`src/rtl/prom_access_timer_pkg.sv`:
```
// Shared types and sizing helpers for the PROM bus-side access timer.
package prom_timing_pkg;

   typedef enum logic [1:0] {IDLE, ACCESS, VALID, HOLD} state_t;

   localparam int ADDR_W_DEFAULT = 8;
   localparam int DATA_W_DEFAULT = 4;

   // Counter width for the largest preload, never narrower than one bit.
   function automatic int cntWidth(input int accessCycles, input int holdCycles);
      int m;
      m = accessCycles;
      if (holdCycles > m) m = holdCycles;
      if (m < 1) m = 1;
      return ($clog2(m) < 1) ? 1 : $clog2(m);
   endfunction

endpackage

```
`src/rtl/prom_access_timer_bit_sync.sv`:
```
// Multi-flop synchronizer with a configurable width, depth and reset value.
module bit_sync #(
   parameter int               WIDTH     = 1,
   parameter int               DEPTH     = 2,
   parameter logic [WIDTH-1:0] RESET_VAL = '0
) (
   input  logic             clk,
   input  logic             rst,
   input  logic [WIDTH-1:0] d_i,
   output logic [WIDTH-1:0] q_o
);

   logic [WIDTH-1:0] stage_q [DEPTH];

   always_ff @(posedge clk) begin
      if (rst) begin
         for (int i = 0; i < DEPTH; i++) stage_q[i] <= RESET_VAL;
      end else begin
         stage_q[0] <= d_i;
         for (int i = 1; i < DEPTH; i++) stage_q[i] <= stage_q[i-1];
      end
   end

   assign q_o = stage_q[DEPTH-1];

endmodule

```
`src/rtl/prom_access_timer.sv`:
```
// Bus-side timing stage for the PROM replacement: synchronizes the pins, delays
// data/oe by an access time and stretches them by a hold time afterwards.
module prom_access_timer
   import prom_timing_pkg::*;
#(
   parameter int ADDR_W        = ADDR_W_DEFAULT,
   parameter int DATA_W        = DATA_W_DEFAULT,
   parameter int SYNC_STAGES   = 2,
   parameter int ACCESS_CYCLES = 4,
   parameter int HOLD_CYCLES   = 2
) (
   input  logic              clk,
   input  logic              rst,
   input  logic [ADDR_W-1:0] addr_pin,
   input  logic              ce1_n,
   input  logic              ce2_n,
   output logic [ADDR_W-1:0] rom_addr,
   input  logic [DATA_W-1:0] rom_data,
   output logic [DATA_W-1:0] data,
   output logic              oe
);

   localparam int            CW          = cntWidth(ACCESS_CYCLES, HOLD_CYCLES);
   localparam logic [CW-1:0] ACCESS_LOAD = CW'(ACCESS_CYCLES - 1);
   localparam logic [CW-1:0] HOLD_LOAD   = CW'((HOLD_CYCLES > 0) ? HOLD_CYCLES - 1 : 0);
   localparam logic [CW-1:0] CNT_ONE     = CW'(1);

   logic [ADDR_W-1:0] addrSync;
   logic [1:0]        ceSync;
   logic [ADDR_W-1:0] addrPrev_q;
   logic              sel;
   logic              achg;

   state_t            state_q;
   logic [CW-1:0]     cnt_q;
   logic [ADDR_W-1:0] romAddr_q;
   logic [DATA_W-1:0] data_q;
   logic              oe_q;

   bit_sync #(.WIDTH(ADDR_W), .DEPTH(SYNC_STAGES), .RESET_VAL('0)) uAddrSync (
      .clk (clk),
      .rst (rst),
      .d_i (addr_pin),
      .q_o (addrSync)
   );

   // Enables reset to the deselected (high) level so a reset never looks like a select.
   bit_sync #(.WIDTH(2), .DEPTH(SYNC_STAGES), .RESET_VAL(2'b11)) uCeSync (
      .clk (clk),
      .rst (rst),
      .d_i ({ce2_n, ce1_n}),
      .q_o (ceSync)
   );

   always_ff @(posedge clk) begin
      if (rst) addrPrev_q <= '0;
      else     addrPrev_q <= addrSync;
   end

   assign sel  = ~ceSync[0] & ~ceSync[1];
   assign achg = (addrSync != addrPrev_q);

   // With no hold time, VALID performs the HOLD exit itself.
   always_ff @(posedge clk) begin
      if (rst) begin
         state_q   <= IDLE;
         cnt_q     <= '0;
         romAddr_q <= '0;
         data_q    <= '0;
         oe_q      <= 1'b0;
      end else begin
         case (state_q)
            IDLE: begin
               oe_q <= 1'b0;
               if (sel) begin
                  state_q   <= ACCESS;
                  romAddr_q <= addrSync;
                  cnt_q     <= ACCESS_LOAD;
               end
            end
            ACCESS: begin
               if (!sel) begin
                  state_q <= IDLE;
               end else if (achg) begin
                  romAddr_q <= addrSync;
                  cnt_q     <= ACCESS_LOAD;
               end else if (cnt_q == '0) begin
                  state_q <= VALID;
                  data_q  <= rom_data;
                  oe_q    <= 1'b1;
               end else begin
                  cnt_q <= cnt_q - CNT_ONE;
               end
            end
            VALID: begin
               if (!sel || achg) begin
                  if (HOLD_CYCLES == 0) begin
                     oe_q <= 1'b0;
                     if (sel) begin
                        state_q   <= ACCESS;
                        romAddr_q <= addrSync;
                        cnt_q     <= ACCESS_LOAD;
                     end else begin
                        state_q <= IDLE;
                     end
                  end else begin
                     state_q <= HOLD;
                     cnt_q   <= HOLD_LOAD;
                  end
               end
            end
            HOLD: begin
               if (cnt_q == '0) begin
                  oe_q <= 1'b0;
                  if (sel) begin
                     state_q   <= ACCESS;
                     romAddr_q <= addrSync;
                     cnt_q     <= ACCESS_LOAD;
                  end else begin
                     state_q <= IDLE;
                  end
               end else begin
                  cnt_q <= cnt_q - CNT_ONE;
               end
            end
            default: state_q <= IDLE;
         endcase
      end
   end

   assign rom_addr = romAddr_q;
   assign data     = data_q;
   assign oe       = oe_q;

endmodule

```
`config.mk`:
```
export PLATFORM = sky130hd
export DESIGN_NAME = prom_access_timer
export DESIGN_NICKNAME = d
export VERILOG_FILES = /design/src/rtl/prom_access_timer_pkg.sv /design/src/rtl/prom_access_timer_bit_sync.sv /design/src/rtl/prom_access_timer.sv
export SDC_FILE = /design/constraint.sdc
export NUM_CORES = 1
export LEC_CHECK = 0
export CORE_MARGIN = 2
export CORE_UTILIZATION = 56
export DETAILED_ROUTE_END_ITERATION = 16
export PLACE_DENSITY = 0.81
export SETUP_SLACK_MARGIN = 0.5
export SLEW_MARGIN = 20
export SYNTH_ARGS = -nofsm -noshare
export SYNTH_HDL_FRONTEND = slang
export SYNTH_HIERARCHICAL = 1
export SYNTH_SLANG_ARGS = --single-unit
```
`constraint.sdc`:
```
create_clock -name clk -period 4.14 [get_ports clk]
set_input_delay 0.621 -clock clk [delete_from_list [all_inputs] [get_ports clk]]
set_output_delay 0.621 -clock clk [all_outputs]
set_load 0.05 [all_outputs]
```
Word level (Yosys, flattened, before mapping)
Memories as Yosys holds them, arrays and structs flattened.
Cells that the tools add are included.
{"block": "word_totals", "regBits": 25, "ramBits": 20, "input_bits": 16, "out_inout_bits": 13, "wordCells": 73, "memories": 2}
{"block": "op_classes", "addsub": 1, "eq_ne": 14, "n_mux": 32, "bitwise_logic": 8, "reduce_logical": 10}
{"memory": "uAddrSync.stage_q", "words": 2, "width": 8, "rd": 2, "rd_clocked_by_memory_dff": 0, "wr": 2, "line_no": "prom_access_timer_bit_sync.sv:13", "text": "logic [WIDTH-1:0] stage_q [DEPTH];"}
{"memory": "uCeSync.stage_q", "words": 2, "width": 2, "rd": 2, "rd_clocked_by_memory_dff": 0, "wr": 2, "line_no": "prom_access_timer_bit_sync.sv:13"}
{"operator": "$mux W8", "count": 6}
{"operator": "$mux W2", "count": 14}
{"operator": "$pmux W8 S3", "count": 1}
{"operator": "$pmux W2 S4", "count": 2}
{"operator": "$ne A2 B2 Y1 const B", "count": 7}
{"operator": "$reduce_and A5 Y1", "count": 2}
{"operator": "$ne A3 B3 Y1 const B", "count": 3}
{"operator": "$mux W1", "count": 8}
{"operator": "$ne A8 B8 Y1", "count": 1}
{"operator": "$reduce_and A4 Y1", "count": 2}
{"operator": "$eq A2 B2 Y1 const B", "count": 2}
{"operator": "$logic_not A2 Y1", "count": 2}
{"operator": "$or A1 B1 Y1", "count": 4}
{"operator": "$not A1 Y1", "count": 3}
{"operator": "$pmux W1 S3", "count": 1}
{"operator": "$reduce_and A3 Y1", "count": 1}
{"operator": "$reduce_bool A3 Y1", "count": 1}
{"operator": "$eq A2 B1 Y1 const B", "count": 1}
{"operator": "$sub A2 B1 Y2 const B", "count": 1}
{"operator": "$and A1 B1 Y1", "count": 1}
{"operator": "$logic_not A1 Y1", "count": 1}
{"operator": "$logic_or A1 B1 Y1", "count": 1}

Logic depth before layout (Yosys ltp)
An unclocked memory read counts as a cell.
{"block": "logic_depth", "word_depth": 7, "depth_mapped": 8, "ltp_nobuf": 7}

Cells and area by module
The synthesis kept the hierarchy.
{"module": "prom_access_timer", "n_inst": 1, "cells_per_inst": 112, "area_each_um2": 1121.1, "seq_area_each_um2": 500.5}
{"module": "bit_sync (uAddrSync)", "n_inst": 1, "cells_per_inst": 41, "area_each_um2": 524.3, "seq_area_each_um2": 320.3}
{"module": "bit_sync (uCeSync)", "n_inst": 1, "cells_per_inst": 10, "area_each_um2": 120.1, "seq_area_each_um2": 80.1}

Least setup slack after synthesis
No wires, ideal clock.
{"block": "synth_path", "path_type": "register to register", "start": "memory uAddrSync/stage_q[0][10] in the netlist's numbering", "end": "register romAddr_q[0] (netlist: rom_addr[0])", "arrival_ns": 1.653, "required_ns": 4.019, "path_slack_ns": 2.365, "path_stages_with_launch": 8, "cell_sequence": "dfxtp_1 buf_4 xor2_1 nor4_2 nand2_1 o211a_1 buf_6 mux2_4"}
{"item": "start: declaration", "line_no": "prom_access_timer_bit_sync.sv:13"}
{"item": "end signal: assignment", "line_no": "prom_access_timer.sv:77", "text": "romAddr_q <= addrSync;"}
{"item": "end signal: assignment", "line_no": "prom_access_timer.sv:85", "text": "romAddr_q <= addrSync;"}
{"item": "end signal: assignment", "line_no": "prom_access_timer.sv:101", "text": "romAddr_q <= addrSync;"}
{"item": "end: declaration", "line_no": "prom_access_timer.sv:36", "text": "logic [ADDR_W-1:0] romAddr_q;"}

Final worst setup path
{"block": "layout_path", "start": "register data_q[2] (netlist: data[2])", "end": "output port data[2]"}
{"item": "start: declaration", "line_no": "prom_access_timer.sv:37", "text": "logic [DATA_W-1:0] data_q;"}
{"item": "start signal: assignment", "line_no": "prom_access_timer.sv:89", "text": "data_q <= rom_data;"}
{"item": "end: declaration", "line_no": "prom_access_timer.sv:19", "text": "output logic [DATA_W-1:0] data,"}
No word-level cell between the ends.

==> metrics.md <==
| Metric | Value |
|---|---|
| Outcome | `complete, no violations` |
| Worst endpoint required time | `3.52 ns` |
| Post-synthesis cell type count | `33` |
| Mapped Area | `0.00177 mm²` |
| Initial Util | `0.583` |
| # IOs | `29` |
| Gr usage total | `0.181` |
| Post-synthesis mux area share | `0.0907` |
| Layout Nets | `201` |
| Reg-to-reg startpoint | `uAddrSync/stage_q[0][10]$_SDFF_PP0_` |
| Wl on met1 | `1230 µm` |
| Pins over their slew limit | `0` |
| Area growth, synth to finish | `18.5%` |
| Max layer used | `met4` |
| Worst hold path endpoint | `uCeSync/stage_q[0][2]$_SDFF_PP1_` |
| Final core utilization | `0.691` |
| Complex-gate fraction of the synthesized area | `0.0546` |
| Critical path class | `reg2out` |
| Syn nets | `180` |
| Setup TNS | `0 ns` |
| Port Buffers | `28` |
| Die footprint | `0.00362 mm²` |
| Final hold slack | `0.427 ns` |
| Fin crit period | `2.14 ns` |
| Congestion Overflow GR | `0` |
| # Max-Cap Violations | `0` |
| RSZ-0062 raised after global routing | `no` |
| Initial DRT Pass Iterations | `4` |
| Largest net degree at the start of global routing | `26` |
| Register bit count reported by yosys | `45` |
| Post-DP HPWL | `1980 µm` |
| Met3 WL post-DR | `178 µm` |
| CP Max Fanout | `2` |
| Register area | `901 µm²` |
| Clock sink total | `45` |
| Slack of the worst reg-to-reg path | `2.25 ns` |
| Final Hold Fails | `0` |
| Pwr Density | `372 mW/mm²` |
| Met2 wire len | `1380 µm` |
| Initial antenna violation count | `0` |
| H-tree Lvls | `2` |
| CP max stage delay | `0.81 ns` |
| Cts bufs inserted | `5` |
| Multi-input logic area | `741 µm²` |
| R2R cell count | `5` |
| CP max stage cell | `clkdlybuf4s50_1` |
| Dominant cell type by area after synthesis | `dfxtp_1` |
| Reg-to-Reg End | `rom_addr[0]$_SDFFE_PP0P_` |
| Post-synth EDFFs | `0` |
| HP Class | `reg2reg` |
| Core area | `0.00303 mm²` |
| Largest family of logic cells by synthesized area | `simple AND/OR/NAND/NOR gates` |
| Critical path launch point type | `flip-flop` |
| Final setup violation count | `0` |
| Via Count | `1,122` |
| GP Congestion | `0.796` |
| Largest cells by area after synthesis | `dfxtp_1 51%, nor2b_1 7.4%, mux2_4 6.8%` |
| Antenna Cells | `0` |
| Row cnt | `20` |
| Finished Layout Cells | `229` |
| VDD IR max | `0.291 mV` |
| CTS tree | `built` |
| Clock latency on the worst-skew pair | `0.36 ns` |
| Hold_buf cts | `0` |
| Final WL | `2840 µm` |
| Post-synth ARST share | `0` |
| Tightest Pin Transition | `0.503 ns` |
| Leakage | `0.868 nW` |
| Post-synth top flop | `dfxtp_1` |
| Vias in the first global route | `1,094` |
| Slew HR | `0.664` |
| Crit-path leading delay family | `buffers and inverters` |
| Yosys warnings | `6` |
| Final worst-path cycle share | `0.517` |
| Remaining antenna violation count after routing | `0` |
| Sequential element share of the synthesized area | `0.510` |
| Maximum clock path buffer count | `2` |
| Crit path cell chain | `clkdlybuf4s50_1` |
| Buffers and inverters on the worst path | `1` |
| Hold path depth | `1` |
| Hold_sp | `uCeSync/stage_q[0][0]$_SDFF_PP1_` |
| Adder-cell area share of the yosys netlist | `0.00709` |
| XOR/XNOR Fraction of Synth Area | `0.0397` |
| Clock slew at reported path FFs | `0.13 ns` |
| Synth Area in Simple Gates | `0.227` |
| Root Buffer Master | `clkbuf_4` |
| Post-CTS setup buffer count | `0` |
| Die outline height | `60.1 µm` |
| Residual DRC | `0` |
| Die width | `60.1 µm` |
| Fmax | `468 MHz` |
| Vias/cell | `4.90` |
| Crit end category | `output port` |
| Mapped Cells | `163` |
| Layout cells sized above 1 | `0.184` |
| Gates resized, CTS repair | `0` |
| Avg Inst Size Synth | `10.8 µm²` |
| Design Power | `0.778 mW` |
| CP arrival | `1.52 ns` |
| Top-area cell type share of the netlist area | `0.510` |
| Iter 0 DRT Violations | `51` |
| Wire per inst | `12.4 µm` |
| Clock Skew | `0.00603 ns` |
| Filler cells | `237` |
| Placed insts | `221` |
| First-pass GRT wire length | `4710 µm` |
where the power goes:
part / switching [mW] / total [mW] / leakage [nW] / internal, mW
Clock: 0.137 / 0.280 / 0.0445 / 0.143
Combinational: 0.0205 / 0.0486 / 0.456 / 0.0281
Sequential: 0.00457 / 0.449 / 0.368 / 0.445
Total: 0.162 / 0.778 / 0.868 / 0.616
registers in the layout (all words and copies together), names as in the netlist, named ones only:
name and count:
uCeSync/stage_q 4, rom_addr 8, addrPrev_q 8, uAddrSync/stage_q 16
oe 1, data 4, cnt_q 2, state_q 1
worst max path at each step:
stage	start	cells after the start	slack (ns)	to
after detailed placement	rst	6	2.12	cnt_q[1]$_SDFFE_PP0P_
after global placement	rst	6	2.26	cnt_q[1]$_SDFFE_PP0P_
after floorplan	uAddrSync/stage_q[0][10]$_SDFF_PP0_	7	2.37	rom_addr[0]$_SDFFE_PP0P_
after global routing	data[1]$_SDFFE_PP0P_	1	1.93	data[1]
final	data[2]$_SDFFE_PP0P_	1	2.00	data[2]
after CTS	data[2]$_SDFFE_PP0P_	1	1.97	data[2]
cells in the mapped netlist, drive strengths merged (4+ instances only):
library cell	number
nor2b	28
o21ai	4
or2	5
nor2	7
xor2	8
clkbuf	4
buf	12
nand2	8
dfxtp	45
mux2	8
a21oi	4
mux2i	4
and2b	6
placed cells by master (no fill, tap or decap), types with 2 or more instances in the layout:
cell	count
a21o_1	2
a21oi_1	4
and2b_2	6
buf_4	2
clkbuf_4	5
clkdlybuf4s50_1	28
dfxtp_1	45
inv_1	3
mux2_4	8
mux2i_1	4
nand2_1	8
nor2_1	7
nor2b_1	21
nor2b_2	7
nor4_2	2
o21ai_0	3
or2_1	4
xor2_1	8
stage by stage:
stage	instance area [µm²]	setup slack (ns)
floorplan	1770	2.37
global placement	2000	2.26
detailed placement	2000	2.12
CTS	2090	1.97
global route	2090	1.93
finish	2090	2.00
final cells by class:
class	instances	area share
repair buffers	30	0.141
clock buffers	6	0.0245
well taps	44	0.0263
flip-flops and latches	45	0.431
inverters	3	0.00538
multi-input cells	99	0.354
clock inverters	2	0.0179
per-layer routing:
metal	vias up	track usage
li1	564	-
met1	514	0.202
met2	38	0.297
met3	6	0.0693
met4	0	0.0952
met5	-	0
cell families after synthesis:
family                     count (synthesis)
AOI/OAI and AO/OA                         15
and+or+nand+nor                           63
adders and majority gates                  1
muxes                                     12
xor gates and xnor gates                   8
DFF                                       45
buffers and inverters                     19
No activity file was read; power rests on OpenSTA's default activity.
